**config.mk**
```make
export PLATFORM = sky130hd
export DESIGN_NAME = vga_timing_gen_flat
export DESIGN_NICKNAME = d
export VERILOG_FILES = /design/src/rtl/vga_timing_gen_if.sv /design/src/rtl/vga_timing_gen.sv /design/src/flat_wrapper.sv
export SDC_FILE = /design/constraint.sdc
export NUM_CORES = 1
export LEC_CHECK = 0
export CORE_MARGIN = 2
export CORE_UTILIZATION = 40
export DETAILED_ROUTE_END_ITERATION = 16
export HOLD_SLACK_MARGIN = 0.06
export PLACE_DENSITY = 0.65
export RECOVER_POWER = 100
export SETUP_SLACK_MARGIN = 0.02
export SYNTH_ARGS = -nofsm -noshare
export SYNTH_HDL_FRONTEND = slang
export SYNTH_SLANG_ARGS = --single-unit
```
**constraint.sdc**
```tcl
create_clock -name clk -period 1.9 [get_ports clk]
set_input_delay 0.38 -clock clk [delete_from_list [all_inputs] [get_ports clk]]
set_output_delay 0.38 -clock clk [all_outputs]
set_load 0.05 [all_outputs]
```
**src/rtl/vga_timing_gen_if.sv**
```systemverilog
// Raster timing bundle from vga_timing_gen to the glyph pixel stage.
// frame_cnt exists only when VGA_TIMING_FRAME_CNT_EN is defined.
interface vga_timing_gen_if;
    logic       pix_en;
    logic [9:0] hcount;
    logic [9:0] vcount;
    logic       hsync;
    logic       vsync;
    logic       bright;
    logic       frame_start;
`ifdef VGA_TIMING_FRAME_CNT_EN
    logic [7:0] frame_cnt;
`endif

    modport master (
        output pix_en, hcount, vcount, hsync, vsync, bright, frame_start
`ifdef VGA_TIMING_FRAME_CNT_EN
        , frame_cnt
`endif
    );

    modport slave (
        input pix_en, hcount, vcount, hsync, vsync, bright, frame_start
`ifdef VGA_TIMING_FRAME_CNT_EN
        , frame_cnt
`endif
    );
endinterface

```
**src/rtl/vga_timing_gen.sv**
```systemverilog
// VGA raster timing: pixel-rate divider, h/v counters, registered sync/bright decode.
// Optional frame counter enabled by defining VGA_TIMING_FRAME_CNT_EN.
module vga_timing_gen #(
    parameter int CLK_DIV        = 2,
    parameter int H_TOTAL        = 800,
    parameter int H_SYNC         = 96,
    parameter int H_ACTIVE_START = 158,
    parameter int H_ACTIVE       = 640,
    parameter int V_TOTAL        = 525,
    parameter int V_ACTIVE       = 480,
    parameter int V_SYNC_START   = 490,
    parameter int V_SYNC         = 2
) (
    input logic             clk,
    input logic             rst,
    vga_timing_gen_if.master vga
);
    localparam int DIV_W = (CLK_DIV > 1) ? $clog2(CLK_DIV) : 1;

    if (CLK_DIV < 1) begin : g_bad_div
        $error("vga_timing_gen: CLK_DIV must be at least 1");
    end
    if (H_ACTIVE_START + H_ACTIVE > H_TOTAL || H_TOTAL > 1024) begin : g_bad_h
        $error("vga_timing_gen: horizontal timing parameters out of range");
    end
    if (V_SYNC_START + V_SYNC > V_TOTAL || V_TOTAL > 1024 || V_ACTIVE > V_SYNC_START) begin : g_bad_v
        $error("vga_timing_gen: vertical timing parameters out of range");
    end

    // Decode uses an 11-bit compare so limits equal to 1024 stay representable.
    function automatic logic hsync_of(input logic [9:0] h);
        return !({1'b0, h} < 11'(H_SYNC));
    endfunction

    function automatic logic vsync_of(input logic [9:0] v);
        return !(({1'b0, v} >= 11'(V_SYNC_START)) &&
                 ({1'b0, v} <  11'(V_SYNC_START + V_SYNC)));
    endfunction

    function automatic logic bright_of(input logic [9:0] h, input logic [9:0] v);
        return ({1'b0, h} >= 11'(H_ACTIVE_START)) &&
               ({1'b0, h} <  11'(H_ACTIVE_START + H_ACTIVE)) &&
               ({1'b0, v} <  11'(V_ACTIVE));
    endfunction

    logic [DIV_W-1:0] div;
    logic             div_last;
    logic             pix_en;
    logic [9:0]       hcount;
    logic [9:0]       vcount;
    logic [9:0]       h_next;
    logic [9:0]       v_next;
    logic             h_wrap;
    logic             v_wrap;
    logic             hsync;
    logic             vsync;
    logic             bright;
    logic             frame_start;

    assign div_last = (div == DIV_W'(CLK_DIV - 1));

    always_comb begin
        h_wrap = (hcount == 10'(H_TOTAL - 1));
        v_wrap = (vcount == 10'(V_TOTAL - 1));
        h_next = h_wrap ? 10'd0 : hcount + 10'd1;
        v_next = vcount;
        if (h_wrap) begin
            v_next = v_wrap ? 10'd0 : vcount + 10'd1;
        end
    end

    // Sync/bright are decoded from the next-state counters so they line up with them.
    always_ff @(posedge clk) begin
        if (rst) begin
            div         <= '0;
            pix_en      <= 1'b0;
            hcount      <= 10'd0;
            vcount      <= 10'd0;
            hsync       <= 1'b0;
            vsync       <= 1'b1;
            bright      <= 1'b0;
            frame_start <= 1'b0;
        end else begin
            div         <= div_last ? '0 : div + 1'b1;
            pix_en      <= div_last;
            frame_start <= 1'b0;
            if (pix_en) begin
                hcount      <= h_next;
                vcount      <= v_next;
                hsync       <= hsync_of(h_next);
                vsync       <= vsync_of(v_next);
                bright      <= bright_of(h_next, v_next);
                frame_start <= h_wrap && v_wrap;
            end
        end
    end

    assign vga.pix_en      = pix_en;
    assign vga.hcount      = hcount;
    assign vga.vcount      = vcount;
    assign vga.hsync       = hsync;
    assign vga.vsync       = vsync;
    assign vga.bright      = bright;
    assign vga.frame_start = frame_start;

`ifdef VGA_TIMING_FRAME_CNT_EN
    logic [7:0] frame_cnt;

    always_ff @(posedge clk) begin
        if (rst) begin
            frame_cnt <= 8'd0;
        end else if (pix_en && h_wrap && v_wrap) begin
            frame_cnt <= frame_cnt + 8'd1;
        end
    end

    assign vga.frame_cnt = frame_cnt;
`endif
endmodule
```
**src/flat_wrapper.sv**
```systemverilog
// flat-port wrapper written by rule: the top's interface ports become plain ports
module vga_timing_gen_flat 
#(
    parameter int CLK_DIV        = 2,
    parameter int H_TOTAL        = 800,
    parameter int H_SYNC         = 96,
    parameter int H_ACTIVE_START = 158,
    parameter int H_ACTIVE       = 640,
    parameter int V_TOTAL        = 525,
    parameter int V_ACTIVE       = 480,
    parameter int V_SYNC_START   = 490,
    parameter int V_SYNC         = 2
)
  (clk, rst, vga_pix_en, vga_hcount, vga_vcount, vga_hsync, vga_vsync, vga_bright, vga_frame_start);
  vga_timing_gen_if vga_i ();
  input logic clk;
  input logic rst;
  output wire logic [$bits(vga_i.pix_en)-1:0] vga_pix_en;
  output wire logic [$bits(vga_i.hcount)-1:0] vga_hcount;
  output wire logic [$bits(vga_i.vcount)-1:0] vga_vcount;
  output wire logic [$bits(vga_i.hsync)-1:0] vga_hsync;
  output wire logic [$bits(vga_i.vsync)-1:0] vga_vsync;
  output wire logic [$bits(vga_i.bright)-1:0] vga_bright;
  output wire logic [$bits(vga_i.frame_start)-1:0] vga_frame_start;
  assign vga_pix_en = vga_i.pix_en;
  assign vga_hcount = vga_i.hcount;
  assign vga_vcount = vga_i.vcount;
  assign vga_hsync = vga_i.hsync;
  assign vga_vsync = vga_i.vsync;
  assign vga_bright = vga_i.bright;
  assign vga_frame_start = vga_i.frame_start;
  vga_timing_gen #(.CLK_DIV(CLK_DIV), .H_TOTAL(H_TOTAL), .H_SYNC(H_SYNC), .H_ACTIVE_START(H_ACTIVE_START), .H_ACTIVE(H_ACTIVE), .V_TOTAL(V_TOTAL), .V_ACTIVE(V_ACTIVE), .V_SYNC_START(V_SYNC_START), .V_SYNC(V_SYNC)) u_core (.clk(clk), .rst(rst), .vga(vga_i));
endmodule
```
==> flow_summary_export.csv <==
group,metric,value,unit
min_path,min_path_cells,1,
critical_path,crit_family,"buffers and inverters",
placed_design,port_buffers,26,
floorplan,chipWidth,69.0,um
power_and_ir_drop,p_sw,239,uW
synthesis,ys_ff_latch,26,
power_and_ir_drop,sw_frac_of_total,23.0,%
placed_design,post-place-ws,0.0260,ns
critical_path,r2r_setup_slack,0.12,ns
clocking,cts_buffers,3,
timing,fmax,552,MHz
critical_path,required,1.52,ns
clocking,post_cts_buffers,0,
power_and_ir_drop,p_leak,0.000724,uW
synthesis,async_reset_ff_share,0,%
power_and_ir_drop,share_comb_of_total_power,5.9,%
global_routing,grt-ovfl-total,0,
critical_path,crit_type,"reg2out",
synthesis,syn-instance-count,226,
global_routing,grt_pass1_wl,7070,um
global_routing,grt.total_usage,19.6,%
synthesis,dominantRegCellSynth,"dfxtp_1",
critical_path,setup.worst_path.start,"u_core.vga.bright",
floorplan,rows,23,
critical_path,endpoint_kind,"output port",
critical_path,r2r_cells,7,
critical_path,max_stage_delay,0.81,ns
synthesis,synth-edff-count,0,
min_path,hold_path.class,"reg2reg",
routing,vias,1797,
timing,final-setup-viol-count,0,
clocking,clkSlewWorstSetupHoldPaths,0.10,ns
timing,whs,0.408,ns
clocking,h-tree-depth,1,
critical_path,crit_chain,"clkdlybuf4s50_1",
timing,grt_setup_unrepaired,"no",
min_path,hp-start,"u_core.div",
timing,timing.final.crit_share,95.3,%
finish,drive_gt1_share,18.7,%
global_routing,grt_pass1_vias,1466,
synthesis,yosysSeqAreaShare,30.8,%
critical_path,path_max_fanout,2,
placed_design,hpwl,3180,um
synthesis,synth_cell_type_count,50,
floorplan,io_pins,27,
power_and_ir_drop,p_per_area,490,nW/um2
routing,post_drt_wl_per_cell,14.3,um
global_routing,grt_max_degree,17,
routing,postRouteAntennaNets,0,
floorplan,initial_core_util,41.9,%
routing,viasPerCell,5.85,
synthesis,synth.avg_cell_area,7.47,um2
run,maxCapViolations,0,
timing,finalClockSkew,0.00400,ns
synthesis,yosys_warnings,0,
clocking,clk-insertion-delay-late,0.28,ns
routing,drcViolationCount,0,
critical_path,crit-reg2reg-launch,"u_core.vga.hcount[0]",
clocking,root_buffer,"clkbuf_8",
finish,antenna_cells,0,
placed_design,place_congestion,0.869,
run_status,outcome,"finished, final reports clean",
timing,setup_tns,0,ns
synthesis,syn-num-nets,231,
critical_path,path_buf_inv,1,
critical_path,slowest_stage,"clkdlybuf4s50_1",
finish,regArea,537,um2
floorplan,die_height,69.0,um
critical_path,r2r-end,"u_core.vga.bright",
power_and_ir_drop,p_int,797,uW
critical_path,crit_arrival,1.43,ns
timing,hold_viol,0,
power_and_ir_drop,peakVddDrop,0.259,mV
timing,max_slew_margin,51.3,%
routing,wl,4380,um
timing,tightest_slew,0.730,ns
routing,drt_iter0_markers,174,
timing,drv_slew,0,
floorplan,coreArea,4030,um2
global_routing,antenna_found_initial,0,
critical_path,crit_path_start_kind,"register",
finish,syn_to_final_growth,25.3,%
clocking,clock-sinks,26,
clocking,cts_tree,"built",
floorplan,dieArea,4760,um2
finish,multiInputGateArea,1150,um2
timing,fin_ws,0.0900,ns
clocking,clockBufferDepth,2,
finish,fill_cells,413,
timing,min_period,1.81,ns
min_path,whs_endpoint,"u_core.div",
routing,drt_first_pass_iters,5,
synthesis,synth_area,1690,um2
finish,final_nets,263,
power_and_ir_drop,clkPwrFrac,40.7,%
power_and_ir_drop,seqPwrFrac,53.4,%
-- flip-flops by register name (all words and copies together) (netlist names) --
register and flops:
u_core.div 1, u_core.vga.bright 1, u_core.vga.frame_start 1, u_core.vga.hcount 10, u_core.vga.hsync 1, u_core.vga.pix_en 1
u_core.vga.vcount 10, u_core.vga.vsync 1
-- how the worst max path moves through the flow --
stage,end,slack [ns],depth (start not counted)
floorplan,u_core.vga.vsync,0.03,7
global placement,u_core.vga.bright,0.08,8
detailed placement,u_core.vga.bright,0.03,8
CTS,u_core.vga.bright,0.06,7
global route,u_core.vga.bright,0.008,8
finish,vga_bright,0.09,1
-- worst reg2reg max path, cell delays in order, from the launching register on --
cell      delay [ns]
dfxtp_4         0.41
ha_4            0.19
and4_4          0.25
nand3_2         0.17
nor3_2          0.26
o22ai_1         0.11
o21ai_0         0.18
a211oi_1        0.09
-- area by class of cell --
class	count	area share, %
well taps	50	2.96
multi-input cells	179	54.4
clock buffers	4	3.14
inverters	6	1.07
repair buffers	42	13.0
flip-flops and latches	26	25.4
-- metrics by stage --
step / util, % / total power, uW / instance area (um2) / cells
after floorplan: - / 604 / 1710 / 226
after global placement: 50.6 / 628 / 2040 / 303
after detailed placement: 50.6 / 629 / 2040 / 303
after CTS: 52.4 / 1050 / 2110 / 307
after global routing: 52.5 / 1090 / 2110 / 307
final: 52.5 / 1040 / 2110 / 307
-- cells in the mapped netlist, types with 5 or more instances --
master	instances	area [um2]
nor2_1	33	124
dfxtp_1	26	521
a21oi_1	18	90.1
nand2_1	17	63.8
o21ai_0	15	75.1
nor3_1	10	50.1
nand3_1	8	40.0
and3_1	7	43.8
a211oi_1	6	45.0
buf_2	6	30.0
inv_1	6	22.5
clkbuf_1	5	18.8
-- cell families (layout without fill, tap and decap cells) --
kind of cell / count (synthesis) / in the layout / share of synthesized area [%]
adders and majority gates: 3 / 3 / 2.22
muxes: 2 / 2 / 1.26
and+or+nand+nor: 108 / 108 / 35.2
xor gates and xnor gates: 8 / 8 / 4.15
AOI/OAI and AO/OA: 58 / 58 / 20.8
buffers and inverters: 21 / 52 / 5.49
DFF: 26 / 26 / 30.8
-- what timing repair did --
| item | CTS | global route |
|---|---|---|
| gates cloned | 0 | 0 |
| gates resized for setup | 1 | 14 |
| pin swaps | 1 | 2 |
| hold buffers | 0 | 0 |
| endpoints found under the setup margin | 1 | 6 |
-- layout by cell type (no fill, tap or decap), types with 6 or more instances in the layout --
master    synthesis  routed
inv_1             6       6
o21ai_0          15      15
nand3_1           8       7
nor2_1           33      32
dfxtp_1          26      19
nand2_1          17      17
clkbuf_1          5      17
a21oi_1          18      18
nor3_1           10       9
buf_4             1      16
and3_1            7       7
-- layer usage --
metal	up-vias	share of wire, %	global-route usage (%)
met2	70	42	27.3
met3	9	7.3	2.76
met1	828	49	30.2
li1	890	-	-
met5	-	0	0
met4	0	1.7	6.62
-- power groups by stage --
stage / registers (uW) / clock network [uW] / logic [uW]
finish: 553 / 422 / 61.0
global placement: 566 / 0 / 62.5
CTS: 554 / 435 / 63.3
global route: 555 / 465 / 66.1
detailed placement: 566 / 0 / 62.9
floorplan: 580 / 0 / 23.8
Note: power is estimated with default switching activity, not from simulation.
